File: config.mk
export PLATFORM = sky130hd
export DESIGN_NAME = sprite_blitter_flat
export DESIGN_NICKNAME = d
export VERILOG_FILES = /design/src/rtl/sprite_blitter_pkg.sv /design/src/rtl/sprite_blitter_if.sv /design/src/rtl/sprite_blitter_coord_gen.sv /design/src/rtl/sprite_blitter.sv /design/src/flat_wrapper.sv
export SDC_FILE = /design/constraint.sdc
export NUM_CORES = 1
export LEC_CHECK = 0
export ABC_AREA = 1
export BUFFER_PORTS_ARGS = -buffer_cell sky130_fd_sc_hd__buf_2
export CORE_MARGIN = 2
export CORE_UTILIZATION = 56
export DETAILED_ROUTE_END_ITERATION = 6
export PLACE_DENSITY = 0.76
export SYNTH_ARGS = -nofsm -noshare
export SYNTH_HDL_FRONTEND = slang
export SYNTH_HIERARCHICAL = 1
export SYNTH_SLANG_ARGS = --single-unit
export TNS_END_PERCENT = 20
File: constraint.sdc
create_clock -name Clk -period 6.4 [get_ports Clk]
set_input_delay 0.96 -clock Clk [delete_from_list [all_inputs] [get_ports Clk]]
set_output_delay 0.96 -clock Clk [all_outputs]
set_load 0.02 [all_outputs]
File: src/rtl/sprite_blitter_pkg.sv
// Shared constants and command/state types for the sprite blitter.
// Build option: SPRITE_BLIT_HFLIP_EN adds a per-command horizontal mirror flag.
package blit_pkg;

    localparam int FB_WIDTH  = 208;
    localparam int FB_HEIGHT = 84;
    localparam int FB_AW     = 15;
    localparam int SRC_AW    = 16;
    localparam int COLOR_W   = 5;
    localparam int DIM_W     = 7;
    localparam int POS_W     = 10;

    localparam logic [COLOR_W-1:0] TRANSPARENT = 5'd0;

    typedef enum logic [1:0] {IDLE, RUN, DRAIN, FINISH} blit_state_t;

    typedef struct packed {
`ifdef SPRITE_BLIT_HFLIP_EN
        logic              hflip;
`endif
        logic [SRC_AW-1:0] base;
        logic [DIM_W-1:0]  w;
        logic [DIM_W-1:0]  h;
        logic [POS_W-1:0]  x;
        logic [POS_W-1:0]  y;
    } blit_cmd_t;

endpackage

File: src/rtl/sprite_blitter_if.sv
// Draw-command handshake between game logic (master) and the blitter (slave).
// Build option: SPRITE_BLIT_HFLIP_EN adds cmd_hflip.
interface sprite_blitter_if;
    import blit_pkg::*;

    logic              cmd_valid;
    logic              cmd_ready;
    logic [SRC_AW-1:0] cmd_base;
    logic [DIM_W-1:0]  cmd_w;
    logic [DIM_W-1:0]  cmd_h;
    logic [POS_W-1:0]  cmd_x;
    logic [POS_W-1:0]  cmd_y;
`ifdef SPRITE_BLIT_HFLIP_EN
    logic              cmd_hflip;
`endif

    modport master (
`ifdef SPRITE_BLIT_HFLIP_EN
        output cmd_hflip,
`endif
        output cmd_valid, cmd_base, cmd_w, cmd_h, cmd_x, cmd_y,
        input  cmd_ready
    );

    modport slave (
`ifdef SPRITE_BLIT_HFLIP_EN
        input  cmd_hflip,
`endif
        input  cmd_valid, cmd_base, cmd_w, cmd_h, cmd_x, cmd_y,
        output cmd_ready
    );

endinterface

File: src/rtl/sprite_blitter_coord_gen.sv
// Row-major sx/sy walker: source offset, destination dx/dy, clip flag, last flag.
// Build option: SPRITE_BLIT_HFLIP_EN mirrors the source column.
module blit_coord_gen
    import blit_pkg::*;
(
    input  logic                    Clk,
    input  logic                    Reset,
    input  logic                    start,
    input  logic                    step,
    input  logic [DIM_W-1:0]        w,
    input  logic [DIM_W-1:0]        h,
    input  logic [POS_W-1:0]        x,
    input  logic [POS_W-1:0]        y,
`ifdef SPRITE_BLIT_HFLIP_EN
    input  logic                    hflip,
`endif
    output logic [SRC_AW-1:0]       src_off,
    output logic signed [POS_W:0]   dx,
    output logic signed [POS_W:0]   dy,
    output logic                    in_bounds,
    output logic                    last
);

    logic [DIM_W-1:0]  sx, sy, col;
    logic [SRC_AW-1:0] row_base;
    logic              row_end;

    assign row_end = (sx == w - 7'd1);
    assign last    = row_end && (sy == h - 7'd1);

    // Row base accumulates w per row so no multiplier sits in the address path.
    always_ff @(posedge Clk) begin
        if (Reset || start) begin
            sx       <= '0;
            sy       <= '0;
            row_base <= '0;
        end else if (step) begin
            if (row_end) begin
                sx       <= '0;
                sy       <= sy + 7'd1;
                row_base <= row_base + SRC_AW'(w);
            end else begin
                sx <= sx + 7'd1;
            end
        end
    end

`ifdef SPRITE_BLIT_HFLIP_EN
    assign col = hflip ? (w - 7'd1 - sx) : sx;
`else
    assign col = sx;
`endif

    assign src_off = row_base + SRC_AW'(col);

    // One extra bit of headroom so a sprite crossing an edge never wraps back on screen.
    assign dx = $signed({x[POS_W-1], x}) + $signed({4'b0, sx});
    assign dy = $signed({y[POS_W-1], y}) + $signed({4'b0, sy});

    assign in_bounds = !dx[POS_W] && (dx[POS_W-1:0] < 10'(FB_WIDTH)) &&
                       !dy[POS_W] && (dy[POS_W-1:0] < 10'(FB_HEIGHT));

endmodule

File: src/rtl/sprite_blitter.sv
// Sprite blitter: copies a W x H ROM sprite into the frame buffer at 1 pixel/clock.
// Build option: SPRITE_BLIT_HFLIP_EN enables horizontally mirrored draws.
module sprite_blitter
    import blit_pkg::*;
(
    input  logic               Clk,
    input  logic               Reset,
    sprite_blitter_if.slave    cmd,
    output logic [SRC_AW-1:0]  rom_addr,
    input  logic [COLOR_W-1:0] rom_data,
    output logic               fb_we,
    output logic [FB_AW-1:0]   fb_write_address,
    output logic [COLOR_W-1:0] fb_data_In,
    output logic               busy,
    output logic               done
);

    blit_state_t              state, state_nxt;
    blit_cmd_t                cmd_q;
    logic                     drain_cnt;
    logic                     accept;
    logic [SRC_AW-1:0]        src_off, rom_addr_run, rom_addr_q;
    logic signed [POS_W:0]    dx, dy;
    logic                     in_bounds, last;
    logic [1:0]               vld_pipe;
    logic                     p1_inb;
    logic [FB_AW-1:0]         p1_addr;
    logic                     wr_ok;

    // done is registered off FINISH, so busy stays up through the done cycle.
    assign busy          = (state != IDLE) || done;
    assign cmd.cmd_ready = !busy;
    assign accept        = cmd.cmd_valid && !busy;

    blit_coord_gen u_coord (
        .Clk       (Clk),
        .Reset     (Reset),
        .start     (accept),
        .step      (state == RUN),
        .w         (cmd_q.w),
        .h         (cmd_q.h),
        .x         (cmd_q.x),
        .y         (cmd_q.y),
`ifdef SPRITE_BLIT_HFLIP_EN
        .hflip     (cmd_q.hflip),
`endif
        .src_off   (src_off),
        .dx        (dx),
        .dy        (dy),
        .in_bounds (in_bounds),
        .last      (last)
    );

    assign rom_addr_run = cmd_q.base + src_off;
    assign rom_addr     = (state == RUN) ? rom_addr_run : rom_addr_q;

    always_comb begin
        state_nxt = state;
        case (state)
            IDLE:    if (accept)
                         state_nxt = (cmd.cmd_w == '0 || cmd.cmd_h == '0) ? FINISH : RUN;
            RUN:     if (last) state_nxt = DRAIN;
            DRAIN:   if (drain_cnt) state_nxt = FINISH;
            FINISH:  state_nxt = IDLE;
            default: state_nxt = IDLE;
        endcase
    end

    assign wr_ok = vld_pipe[0] && p1_inb && (rom_data != TRANSPARENT);
    assign fb_we = vld_pipe[1];

    always_ff @(posedge Clk) begin
        if (Reset) begin
            state            <= IDLE;
            drain_cnt        <= 1'b0;
            done             <= 1'b0;
            cmd_q            <= '0;
            rom_addr_q       <= '0;
            vld_pipe         <= '0;
            p1_inb           <= 1'b0;
            p1_addr          <= '0;
            fb_write_address <= '0;
            fb_data_In       <= '0;
        end else begin
            state     <= state_nxt;
            drain_cnt <= (state == DRAIN) && !drain_cnt;
            done      <= (state == FINISH);
            if (accept) begin
                cmd_q.base <= cmd.cmd_base;
                cmd_q.w    <= cmd.cmd_w;
                cmd_q.h    <= cmd.cmd_h;
                cmd_q.x    <= cmd.cmd_x;
                cmd_q.y    <= cmd.cmd_y;
`ifdef SPRITE_BLIT_HFLIP_EN
                cmd_q.hflip <= cmd.cmd_hflip;
`endif
            end
            if (state == RUN) rom_addr_q <= rom_addr_run;
            // Clip flag and address travel one stage alongside the ROM read.
            vld_pipe <= {wr_ok, state == RUN};
            p1_inb   <= in_bounds;
            if (in_bounds)
                p1_addr <= FB_AW'(dy) * FB_AW'(FB_WIDTH) + FB_AW'(dx);
            if (wr_ok) begin
                fb_write_address <= p1_addr;
                fb_data_In       <= rom_data;
            end
        end
    end

endmodule
File: src/flat_wrapper.sv
// flat-port wrapper written by rule: the top's interface ports become plain ports
module sprite_blitter_flat import blit_pkg::*;
  (Clk, Reset, rom_addr, rom_data, fb_we, fb_write_address, fb_data_In, busy, done, cmd_cmd_valid, cmd_cmd_base, cmd_cmd_w, cmd_cmd_h, cmd_cmd_x, cmd_cmd_y, cmd_cmd_ready);
  sprite_blitter_if cmd_i ();
  input  logic Clk;
  input  logic Reset;
  output logic [SRC_AW-1:0] rom_addr;
  input  logic [COLOR_W-1:0] rom_data;
  output logic fb_we;
  output logic [FB_AW-1:0] fb_write_address;
  output logic [COLOR_W-1:0] fb_data_In;
  output logic busy;
  output logic done;
  input wire logic [$bits(cmd_i.cmd_valid)-1:0] cmd_cmd_valid;
  input wire logic [$bits(cmd_i.cmd_base)-1:0] cmd_cmd_base;
  input wire logic [$bits(cmd_i.cmd_w)-1:0] cmd_cmd_w;
  input wire logic [$bits(cmd_i.cmd_h)-1:0] cmd_cmd_h;
  input wire logic [$bits(cmd_i.cmd_x)-1:0] cmd_cmd_x;
  input wire logic [$bits(cmd_i.cmd_y)-1:0] cmd_cmd_y;
  output wire logic [$bits(cmd_i.cmd_ready)-1:0] cmd_cmd_ready;
  assign cmd_i.cmd_valid = cmd_cmd_valid;
  assign cmd_i.cmd_base = cmd_cmd_base;
  assign cmd_i.cmd_w = cmd_cmd_w;
  assign cmd_i.cmd_h = cmd_cmd_h;
  assign cmd_i.cmd_x = cmd_cmd_x;
  assign cmd_i.cmd_y = cmd_cmd_y;
  assign cmd_cmd_ready = cmd_i.cmd_ready;
  sprite_blitter u_core (.Clk(Clk), .Reset(Reset), .cmd(cmd_i), .rom_addr(rom_addr), .rom_data(rom_data), .fb_we(fb_we), .fb_write_address(fb_write_address), .fb_data_In(fb_data_In), .busy(busy), .done(done));
endmodule
==> results.toml <==
[floorplan]
floorplan.initialDensity_pct = 56.7
ios = 98
die_x_um = 136
core-area_mm2 = 0.0171
die_area_mm2 = 0.0184
rows = 48
die_h_um = 136

[detailed_routing]
final_antenna_net_count = 0
route.detailed.drc = 0
first_pass_iters = 5
num_vias = 9193
routed_wl_um = 23800
viasPerCell = 5.21
wl_per_cell_um = 13.5
drt_iter0_markers = 712

[synth]
synth_area_per_cell_um2 = 6.71
syn-cell-area_mm2 = 0.00970
ys.flop_type = "dfxtp_1"
synth-edff-count = 0
yosysSeqAreaShare_pct = 28.5
async_reset_ff_share_pct = 0
synth_seq_cells = 138
syn-num-nets = 1600
synthDistinctLibCells = 45
syn_inst = 1445
synth_warnings = 6

[critical_path]
critPathMaxFanout = 6
rr_startpoint = "u_core/u_coord/sy[0]"
reg2regPathDepth = 25
required_ns = 5.44
r2r_setup_slack_ns = 1.57
crit_arrival_ns = 3.88
cp-end-kind = "primary output"
cp-start-kind = "flip-flop"
path_class = "flip-flop to primary output"
worstReg2RegEnd = "u_core/p1_addr[14]"

[final_layout]
drive_gt1_share_pct = 13.1
final_common_cell = "nand2_1"
layout_common_cells = "424 x nand2_1, 185 x inv_1, 138 x dfxtp_1"
antenna_cells = 0
fillers = 1636
area_growth_pct = 12.3
postLayoutCellArea_mm2 = 0.0109
final_nets = 1683

[sta]
max_slew_margin_pct = 32.6
hold_violations = 0
finalMaxSlewViolations = 0
setup_viol = 0
post-route-min-period_ns = 4.84
timing.fmax_mhz = 206
hold_slack_ns = 0.464
finalCritPeriodShare_pct = 75.7
worst_pin_slew_ns = 1.01
rsz0062_at_grt = "false"
fin_setup_tns_ns = 0
fin_skew_ns = 0.0124

[placed_design]
gp_congestion = 0.878
io_buffers = 97
hpwl_um = 17800
placedInstanceArea_mm2 = 0.0103

[clock_tree]
cts_root_buf = "clkbuf_16"
numCtsBuffers = 17
cts_tree = "done"
cts_hold_buf = 0
cts_resized = 0
post_cts_buffers = 0
path_clk_slew_ns = 0.06
clock_sinks = 138
clockBufferDepth = 2
htreeDepth = 4
clk-insertion-delay-late_ns = 0.43

[global_routing]
overflow = 0
grt_max_degree = 81
grtUsageTotal_pct = 27.0
antenna_found_initial = 0
grt_pass1_vias = 8575
grt_first_pass_wirelength_um = 40200

[power_and_ir_drop]
p_leak_uw = 0.00569
peakVddDrop_mv = 0.232
power_density_mw_per_mm2 = 322

[min_path]
min_path_type = "flip-flop to flip-flop"
holdPathEnd = "u_core/fb_data_In[3]"
min_path_cells = 2
hp-start = "u_core/fb_data_In[3]"

[run_status]
status = "finished, final reports clean"

[job]
cap_violations = 0
==> power breakdown <==
| part | total [uW] | internal [uW] | leakage, uW | switching [uW] |
|---|---|---|---|---|
| Sequential | 1110 | 1010 | 0.00113 | 98.3 |
| Combinational | 1420 | 489 | 0.00429 | 929 |
| Clock | 977 | 565 | 0.000278 | 413 |
==> routing by layer <==
metal / up-vias / global-route usage [%] / share of wire [%]
met5: - / 0 / 0
met4: 0 / 8.16 / 1.7
met3: 35 / 4.04 / 4.6
met2: 217 / 45.8 / 47
met1: 4144 / 35.6 / 47
li1: 4797 / - / -
==> sequential cells by signal (all words and copies together) (netlist names) <==
register	flops
u_core/state	2
u_core/p1_inb	1
u_core/fb_write_address	15
u_core/rom_addr_q	16
u_core/drain_cnt	1
u_core/vld_pipe	2
u_core/fb_data_In	5
u_core/cmd_q	50
u_core/u_coord/col	7
u_core/u_coord/sy	7
u_core/p1_addr	15
u_core/done	1
u_core/u_coord/row_base	16
==> stage by stage <==
step | instances | setup slack (ns) | utilization (%) | power (uW)
floorplan | 1445 | 2.01 | - | 2170
global placement | 1734 | 1.70 | 60.2 | 2500
detailed placement | 1734 | 1.59 | 60.2 | 2530
CTS | 1766 | 1.57 | 63.6 | 3520
global route | 1766 | 1.13 | 63.6 | 3770
finish | 1766 | 1.56 | 63.6 | 3500
==> synthesized netlist by cell type (all sizes together), types with 12 or more instances <==
cell type | instances | area [um^2]
o21ai | 55 | 283
nand3 | 85 | 455
nand4 | 23 | 144
inv | 191 | 717
nand2 | 445 | 1730
clkbuf | 20 | 76.3
fa | 12 | 240
a21oi | 130 | 699
ha | 85 | 1060
buf | 18 | 120
nor2 | 133 | 567
xor2 | 38 | 333
dfxtp | 138 | 2760
xnor2 | 18 | 158
==> kinds of logic (layout without fill, tap and decap cells) <==
logic type | after synthesis | in the layout | synth area share, %
xor+xnor | 56 | 56 | 5.06
flops | 138 | 138 | 28.5
fa+ha+maj | 97 | 97 | 13.4
compound gates | 203 | 203 | 11.5
simple gates | 721 | 721 | 32.1
buf+inv | 230 | 326 | 9.45
==> critical path: stages (launching register included) <==
cell      delay [ns]
dfxtp_1         0.44
ha_1            0.20
inv_1           0.05
fa_1            0.39
o21ai_0         0.41
nand2_1         0.12
a21boi_0        0.30
xor2_1          0.18
ha_1            0.29
a21oi_1         0.26
o21ai_0         0.14
a21oi_1         0.18
nand2_1         0.08
nand2_1         0.06
nand3_1         0.07
nand2_1         0.09
inv_1           0.04
buf_2           0.15
==> worst max path at each step <==
| stage | start | to | slack (ns) | depth (start not counted) |
|---|---|---|---|---|
| after CTS | u_core/u_coord/sy[0] | u_core/p1_addr[14] | 1.57 | 25 |
| after floorplan | u_core/u_coord/sy[0] | u_core/p1_addr[14] | 2.01 | 26 |
| after global placement | u_core/u_coord/sy[0] | u_core/p1_addr[14] | 1.70 | 25 |
| after detailed placement | u_core/u_coord/sy[0] | u_core/p1_addr[14] | 1.59 | 25 |
| after global routing | u_core/u_coord/sy[0] | u_core/p1_addr[14] | 1.13 | 25 |
| final | u_core/u_coord/col[0] | rom_addr[13] | 1.56 | 17 |
==> area by class of cell <==
cell class                      count  area (um^2)  share of cell area (%)
Sequential cell                   138         2760                    25.4
Clock buffer                       19          453                    4.16
Clock inverter                     13          131                    1.21
Inverter                          192          721                    6.62
Tap cell                          225          282                    2.58
Timing Repair Buffer              102          523                    4.80
Multi-Input combinational cell   1077         6020                    55.3
Note: power is estimated with default switching activity, not from simulation.
